[src/rtl/mc_ctrl_pkg.sv]
// -----------------------------------------------------------------------------
// mc_ctrl_pkg
// Shared definitions for the multicycle MIPS main control unit: state
// encodings, opcode constants, ALUOp codes (also used by the ALU control),
// datapath select codes and the control-word structure.
//
// Configuration macro: MC_ADDI_EN -- when defined, addi (001000) is a legal
// opcode; otherwise it decodes as illegal.
// -----------------------------------------------------------------------------
package mc_ctrl_pkg;

    localparam int OPCODE_W_C = 6;
    localparam int STATE_W_C  = 4;

    typedef enum logic [3:0] {
        S_IDLE      = 4'd0,
        S_FETCH     = 4'd1,
        S_DECODE    = 4'd2,
        S_MEM_ADDR  = 4'd3,
        S_MEM_READ  = 4'd4,
        S_MEM_WB    = 4'd5,
        S_MEM_WRITE = 4'd6,
        S_EXECUTE   = 4'd7,
        S_R_WB      = 4'd8,
        S_BRANCH    = 4'd9,
        S_JUMP      = 4'd10,
        S_ADDI_EXEC = 4'd11,
        S_ADDI_WB   = 4'd12
    } state_e;

    localparam logic [5:0] OP_RTYPE = 6'b000000;
    localparam logic [5:0] OP_LW    = 6'b100011;
    localparam logic [5:0] OP_SW    = 6'b101011;
    localparam logic [5:0] OP_BEQ   = 6'b000100;
    localparam logic [5:0] OP_J     = 6'b000010;
    localparam logic [5:0] OP_ADDI  = 6'b001000;

    localparam logic [1:0] ALUOP_ADD  = 2'b00;
    localparam logic [1:0] ALUOP_SUB  = 2'b01;
    localparam logic [1:0] ALUOP_FUNC = 2'b10;

    localparam logic [1:0] SRCB_REG    = 2'b00;
    localparam logic [1:0] SRCB_FOUR   = 2'b01;
    localparam logic [1:0] SRCB_IMM    = 2'b10;
    localparam logic [1:0] SRCB_IMM_SH = 2'b11;

    localparam logic [1:0] PCSRC_ALU    = 2'b00;
    localparam logic [1:0] PCSRC_ALUOUT = 2'b01;
    localparam logic [1:0] PCSRC_JUMP   = 2'b10;

    // Full datapath control word produced for each state.
    typedef struct packed {
        logic       pc_write;
        logic       pc_write_cond;
        logic       i_or_d;
        logic       mem_read;
        logic       mem_write;
        logic       ir_write;
        logic       mem_to_reg;
        logic       reg_dst;
        logic       reg_write;
        logic       alu_src_a;
        logic [1:0] alu_src_b;
        logic [1:0] alu_op;
        logic [1:0] pc_source;
        logic       done;
    } ctrl_t;

    // True for every opcode the control unit knows how to sequence.
    function automatic logic is_legal_op(input logic [5:0] op);
        logic legal_s;
        case (op)
            OP_RTYPE, OP_LW, OP_SW, OP_BEQ, OP_J: legal_s = 1'b1;
`ifdef MC_ADDI_EN
            OP_ADDI:                              legal_s = 1'b1;
`endif
            default:                              legal_s = 1'b0;
        endcase
        return legal_s;
    endfunction

endpackage

[src/rtl/mc_ctrl_decode.sv]
// -----------------------------------------------------------------------------
// mc_ctrl_decode
// Purely combinational state-to-control-word decode.
//   state_i : FSM state to decode
//   ctrl_o  : datapath control word for that state (all zero for IDLE and
//             for any encoding without a defined meaning)
//
// Configuration macro: MC_ADDI_EN -- enables the ADDI_EXEC / ADDI_WB words.
// -----------------------------------------------------------------------------
module mc_ctrl_decode
    import mc_ctrl_pkg::*;
(
    input  state_e state_i,
    output ctrl_t  ctrl_o
);

    // Map each state to its control word; unlisted fields stay zero.
    always_comb begin
        ctrl_o = '0;
        case (state_i)
            S_FETCH: begin
                ctrl_o.mem_read  = 1'b1;
                ctrl_o.ir_write  = 1'b1;
                ctrl_o.alu_src_b = SRCB_FOUR;
                ctrl_o.alu_op    = ALUOP_ADD;
                ctrl_o.pc_write  = 1'b1;
                ctrl_o.pc_source = PCSRC_ALU;
            end
            S_DECODE: begin
                // Speculative branch target: PC + (imm << 2)
                ctrl_o.alu_src_b = SRCB_IMM_SH;
                ctrl_o.alu_op    = ALUOP_ADD;
            end
            S_MEM_ADDR: begin
                ctrl_o.alu_src_a = 1'b1;
                ctrl_o.alu_src_b = SRCB_IMM;
                ctrl_o.alu_op    = ALUOP_ADD;
            end
            S_MEM_READ: begin
                ctrl_o.mem_read = 1'b1;
                ctrl_o.i_or_d   = 1'b1;
            end
            S_MEM_WB: begin
                ctrl_o.mem_to_reg = 1'b1;
                ctrl_o.reg_write  = 1'b1;
                ctrl_o.done       = 1'b1;
            end
            S_MEM_WRITE: begin
                ctrl_o.mem_write = 1'b1;
                ctrl_o.i_or_d    = 1'b1;
                ctrl_o.done      = 1'b1;
            end
            S_EXECUTE: begin
                ctrl_o.alu_src_a = 1'b1;
                ctrl_o.alu_src_b = SRCB_REG;
                ctrl_o.alu_op    = ALUOP_FUNC;
            end
            S_R_WB: begin
                ctrl_o.reg_dst   = 1'b1;
                ctrl_o.reg_write = 1'b1;
                ctrl_o.done      = 1'b1;
            end
            S_BRANCH: begin
                ctrl_o.alu_src_a     = 1'b1;
                ctrl_o.alu_op        = ALUOP_SUB;
                ctrl_o.pc_write_cond = 1'b1;
                ctrl_o.pc_source     = PCSRC_ALUOUT;
                ctrl_o.done          = 1'b1;
            end
            S_JUMP: begin
                ctrl_o.pc_write  = 1'b1;
                ctrl_o.pc_source = PCSRC_JUMP;
                ctrl_o.done      = 1'b1;
            end
`ifdef MC_ADDI_EN
            S_ADDI_EXEC: begin
                ctrl_o.alu_src_a = 1'b1;
                ctrl_o.alu_src_b = SRCB_IMM;
                ctrl_o.alu_op    = ALUOP_ADD;
            end
            S_ADDI_WB: begin
                ctrl_o.reg_write = 1'b1;
                ctrl_o.done      = 1'b1;
            end
`endif
            default: begin
                ctrl_o = '0;
            end
        endcase
    end

endmodule

[src/rtl/mc_control_fsm.sv]
// -----------------------------------------------------------------------------
// mc_control_fsm
// Multicycle MIPS main control unit. Sequences fetch / decode / execute /
// memory / writeback, one state per clock, and drives the datapath enables,
// mux selects and ALUOp.
//
// Ports:
//   clk            system clock, rising edge
//   reset          synchronous active-high reset (returns to IDLE)
//   opcode         instruction[31:26], sampled only in DECODE
//   pc_write .. done   Moore control outputs for the current state
//   illegal_op     one-cycle pulse in DECODE for an unsupported opcode
//   state          current state, for debug
//
// The control outputs are registered: the decode of the next state is loaded
// into an output register on the same edge that loads the state register, so
// they always equal the decode of the current state with no decode glitches.
//
// Configuration macro: MC_ADDI_EN -- adds addi (DECODE->ADDI_EXEC->ADDI_WB).
// -----------------------------------------------------------------------------
module mc_control_fsm
    import mc_ctrl_pkg::*;
#(
    parameter int OPCODE_W = 6,
    parameter int STATE_W  = 4
) (
    input  logic                clk,
    input  logic                reset,
    input  logic [OPCODE_W-1:0] opcode,
    output logic                pc_write,
    output logic                pc_write_cond,
    output logic                i_or_d,
    output logic                mem_read,
    output logic                mem_write,
    output logic                ir_write,
    output logic                mem_to_reg,
    output logic                reg_dst,
    output logic                reg_write,
    output logic                alu_src_a,
    output logic [1:0]          alu_src_b,
    output logic [1:0]          alu_op,
    output logic [1:0]          pc_source,
    output logic                done,
    output logic                illegal_op,
    output logic [STATE_W-1:0]  state
);

    state_e              state_q, state_d;
    logic [OPCODE_W-1:0] op_q, op_d;
    ctrl_t               ctrl_q, ctrl_d;

    // Next-state logic; the opcode is captured in DECODE so later opcode
    // changes cannot redirect MEM_ADDR.
    always_comb begin
        state_d = state_q;
        op_d    = op_q;
        case (state_q)
            S_IDLE:   state_d = S_FETCH;
            S_FETCH:  state_d = S_DECODE;
            S_DECODE: begin
                op_d = opcode;
                case (opcode)
                    OP_LW, OP_SW: state_d = S_MEM_ADDR;
                    OP_RTYPE:     state_d = S_EXECUTE;
                    OP_BEQ:       state_d = S_BRANCH;
                    OP_J:         state_d = S_JUMP;
`ifdef MC_ADDI_EN
                    OP_ADDI:      state_d = S_ADDI_EXEC;
`endif
                    default:      state_d = S_FETCH;
                endcase
            end
            S_MEM_ADDR: begin
                if (op_q == OP_SW) begin
                    state_d = S_MEM_WRITE;
                end else begin
                    state_d = S_MEM_READ;
                end
            end
            S_MEM_READ:  state_d = S_MEM_WB;
            S_EXECUTE:   state_d = S_R_WB;
            S_MEM_WB,
            S_MEM_WRITE,
            S_R_WB,
            S_BRANCH,
            S_JUMP:      state_d = S_FETCH;
`ifdef MC_ADDI_EN
            S_ADDI_EXEC: state_d = S_ADDI_WB;
            S_ADDI_WB:   state_d = S_FETCH;
`endif
            default:     state_d = S_IDLE;
        endcase
    end

    mc_ctrl_decode u_decode (
        .state_i (state_d),
        .ctrl_o  (ctrl_d)
    );

    // State, captured opcode and registered control word.
    always_ff @(posedge clk) begin
        if (reset) begin
            state_q <= S_IDLE;
            op_q    <= '0;
            ctrl_q  <= '0;
        end else begin
            state_q <= state_d;
            op_q    <= op_d;
            ctrl_q  <= ctrl_d;
        end
    end

    // illegal_op must appear in the same cycle the opcode is examined.
    assign illegal_op    = (state_q == S_DECODE) && !is_legal_op(opcode);

    assign pc_write      = ctrl_q.pc_write;
    assign pc_write_cond = ctrl_q.pc_write_cond;
    assign i_or_d        = ctrl_q.i_or_d;
    assign mem_read      = ctrl_q.mem_read;
    assign mem_write     = ctrl_q.mem_write;
    assign ir_write      = ctrl_q.ir_write;
    assign mem_to_reg    = ctrl_q.mem_to_reg;
    assign reg_dst       = ctrl_q.reg_dst;
    assign reg_write     = ctrl_q.reg_write;
    assign alu_src_a     = ctrl_q.alu_src_a;
    assign alu_src_b     = ctrl_q.alu_src_b;
    assign alu_op        = ctrl_q.alu_op;
    assign pc_source     = ctrl_q.pc_source;
    assign done          = ctrl_q.done;
    assign state         = state_q;

endmodule

[config.mk]
export PLATFORM = sky130hd
export DESIGN_NAME = mc_control_fsm
export DESIGN_NICKNAME = d
export VERILOG_FILES = /design/src/rtl/mc_ctrl_pkg.sv /design/src/rtl/mc_ctrl_decode.sv /design/src/rtl/mc_control_fsm.sv
export SDC_FILE = /design/constraint.sdc
export NUM_CORES = 1
export LEC_CHECK = 0
export BUFFER_PORTS_ARGS = -buffer_cell sky130_fd_sc_hd__buf_2
export CELL_PAD_IN_SITES_DETAIL_PLACEMENT = 0
export CELL_PAD_IN_SITES_GLOBAL_PLACEMENT = 2
export CORE_UTILIZATION = 33
export CTS_BUF_LIST = sky130_fd_sc_hd__clkbuf_2
export DETAILED_ROUTE_END_ITERATION = 16
export PLACE_DENSITY = 0.87
export SLEW_MARGIN = 20
export SYNTH_ARGS = -nofsm -noshare
export SYNTH_HDL_FRONTEND = slang
export SYNTH_SLANG_ARGS = --single-unit
[constraint.sdc]
create_clock -name clk -period 3.9 [get_ports clk]
set_clock_uncertainty 0.05 [all_clocks]
set_input_delay 0.78 -clock clk [delete_from_list [all_inputs] [get_ports clk]]
set_output_delay 0.78 -clock clk [all_outputs]
set_load 0.1 [all_outputs]
==> flow_summary.json <==
{
  "syn_inst": 114,
  "r2r_start": "state[1]",
  "slowest_delay_ns": 0.39,
  "htreeDepth": 1,
  "ys_warn_count": 0,
  "clockBufferDepth": 2,
  "cts.sinks": 26,
  "numCtsBuffers": 3,
  "drtIter0Drc": 25,
  "grt_pass1_wl_um": 3650,
  "start_util_pct": 34.5,
  "pre_cts_ws_ns": 1.08,
  "cts_tree": "done",
  "setup_violations": 0,
  "synth_cell_types": 34,
  "hold_violations": 0,
  "hp-class": "flip-flop to flip-flop",
  "largest_reg_flops": 6,
  "crit_path_start": "opcode[0]",
  "synth_fp_nets": 122,
  "cts-resized-gates": 0,
  "path_common_cell": "buf_2",
  "cts_setup_buffers": 0,
  "pin_count": 30,
  "power_density_nw_per_um2": 452,
  "fin_setup_tns_ns": 0,
  "cts_hold_buf": 0,
  "cpMaxStageDelayCell": "or3_1",
  "grt_antenna_before_repair": 0,
  "p_leak_uw": 0.000542,
  "die_h_um": 58.3,
  "area_growth_pct": 20.2,
  "core_um2": 3030,
  "dr.pass1.iters": 4,
  "hp-start": "op_q[4]",
  "vias_per_cell": 4.79,
  "start_kind": "primary input",
  "end_kind": "primary output",
  "cap_violations": 0,
  "peakVddDrop_v": 0.000356,
  "top_register": "op_q",
  "worstReg2RegEnd": "pc_write",
  "path_class": "primary input to primary output",
  "fmax_ghz": 0.361,
  "crit_end": "illegal_op",
  "switchingPower_uw": 180,
  "yosysSeqAreaShare_pct": 49.8,
  "fin_crit_ns": 2.77,
  "synth_area_per_cell_um2": 9.18,
  "ant_nets": 0,
  "hpwl_um": 1670,
  "p_int_uw": 389,
  "drc": 0,
  "switching_share_pct": 31.6,
  "gp_congestion": 0.794,
  "crit_path_cell_trace": "buf_2 > or3_1 > a21oi_1 > a41oi_1 > o21a_1 > buf_2",
  "slew_violations": 0,
  "die-width_um": 58.3,
  "fin_nets": 149,
  "syn_area_um2": 1050,
  "fin_hold_ws_ns": 0.467,
  "required_ns": 3.07,
  "ys_seq_elements": 26,
  "worst-path-max-fanout": 5,
  "grtUsageTotal_pct": 14.1,
  "path_depth": 6,
  "die_area_um2": 3400,
  "regToRegSetupSlack_ns": 1.91,
  "drive_above_1_share_pct": 28.6,
  "worstSkewPairLatency_ns": 0.34,
  "r2r_cells": 5,
  "dr_total_vias": 882,
  "path_clk_slew_ns": 0.22,
  "grt.overflow.total": 0,
  "grt_pass1_vias": 793,
  "outcome": "finished clean",
  "critPathBufInv": 2,
  "clkPwrFrac_pct": 28.9,
  "finalWorstSetupSlack_ns": 1.13,
  "timing.final.crit_share_pct": 71.0,
  "post_drt_wl_per_cell_um": 12.0,
  "routed_wl_um": 2210,
  "critPathTopFamily": "buffers and inverters",
  "rsz0062_at_grt": "no",
  "n_antenna_cell": 0,
  "core.rowCount": 20,
  "worstMarginPinSlew_ns": 0.594,
  "min_path_cells": 2,
  "clockRootBuffer": "clkbuf_2",
  "seqPwrFrac_pct": 50.0,
  "arrival_ns": 1.94,
  "pwr-share-comb_pct": 21.1,
  "port_buffers": 29,
  "grt_max_degree": 18,
  "slew_headroom_pct": 60.0
}
[Yosys cell counts]
cell / count / area share, %
nor2_1: 14 / 5.0
xnor2_1: 1 / 0.84
a21o_1: 1 / 0.72
inv_1: 3 / 1.1
a21oi_1: 6 / 2.9
o311a_1: 1 / 0.96
nand4b_1: 1 / 0.84
o21a_1: 3 / 2.2
nand2b_1: 2 / 1.2
a2111oi_0: 2 / 1.7
or3b_2: 1 / 0.84
buf_4: 1 / 0.72
or3_4: 1 / 1.1
o32ai_1: 1 / 0.84
mux2i_1: 6 / 5.7
nand3b_1: 1 / 0.72
dfxtp_1: 26 / 50
nor3_1: 6 / 2.9
a21boi_0: 2 / 1.4
and3_1: 2 / 1.2
or3_1: 1 / 0.60
a41oi_1: 1 / 0.84
a211oi_2: 1 / 1.2
buf_6: 1 / 1.1
o21ai_0: 2 / 0.96
clkbuf_1: 5 / 1.8
or4_4: 1 / 1.1
a21oi_2: 1 / 0.84
o21bai_1: 1 / 0.72
nand3_1: 2 / 0.96
or2_2: 1 / 0.60
or4_1: 3 / 2.2
nand2_1: 12 / 4.3
buf_1: 1 / 0.36
[logic make-up (layout without fill, tap and decap cells)]
family                    after synthesis  in the layout  synth area share, %
DFF                                    26             26                 49.8
and+or+nand+nor                        48             48                 23.4
buffers and inverters                  11             37                 5.02
xor gates and xnor gates                1              1                0.837
AOI/OAI and AO/OA                      22             22                 15.2
muxes                                   6              6                 5.74
[tightest hold or removal path: stages, from the launching register on]
cell	delay [ns]
dfxtp_1	0.37
mux2i_1	0.06
nor2_1	0.07
[how the worst min path moves through the flow]
stage / end / slack, ns
final: op_q[4] / 0.47
after global routing: op_q[5] / 0.52
after CTS: op_q[4] / 0.48
after detailed placement: op_q[4] / 0.43
after global placement: op_q[4] / 0.42
after floorplan: op_q[4] / 0.40
[final cells by class]
type / count / area [um^2]
Clock buffer: 3 / 15.0
Clock inverter: 1 / 30.0
Inverter: 3 / 11.3
Tap cell: 44 / 55.1
Fill cell: 327 / 1770
Sequential cell: 26 / 520
Multi-Input combinational cell: 77 / 473
Timing Repair Buffer: 30 / 153
[through the flow]
step           util [%]  area [um^2]  cells  total power [uW]
2_1_floorplan         -         1050    114               389
3_3_place_gp       40.0         1210    180               409
3_5_place_dp       40.0         1210    180               410
4_1_cts            41.5         1260    184               575
5_1_grt            41.5         1260    184               591
6_report           41.5         1260    184               568
[power groups by stage]
stage               sequential [uW]  combinational, uW  clock, uW
floorplan                       348               41.3          0
global placement                289                120          0
detailed placement              290                120          0
CTS                             285                121        170
global route                    286                127        177
finish                          284                120        164
[layout by cell type (no fill, tap or decap), types with 2 or more instances in the layout]
| cell | n |
|---|---|
| inv_1 | 3 |
| dfxtp_1 | 26 |
| o21a_1 | 3 |
| nand3_1 | 2 |
| a21boi_0 | 2 |
| nor3_1 | 6 |
| o21ai_0 | 2 |
| nand2_1 | 12 |
| clkbuf_2 | 3 |
| nor2_1 | 14 |
| nand2b_1 | 2 |
| buf_2 | 29 |
| or4_1 | 3 |
| and3_1 | 2 |
| mux2i_1 | 6 |
| a2111oi_0 | 2 |
| a21oi_1 | 6 |
[routing by layer]
| layer | up-vias | GRT usage [%] | wire, um | share of wire (%) |
|---|---|---|---|---|
| met2 | 20 | 22.2 | 1020 | 46 |
| li1 | 450 | - | - | - |
| met3 | 2 | 3.30 | 110 | 5.0 |
| met4 | 0 | 4.08 | 14 | 0.63 |
| met5 | - | 0 | 0 | 0 |
| met1 | 410 | 19.4 | 1070 | 48 |
Note: power is estimated with default switching activity, not from simulation.
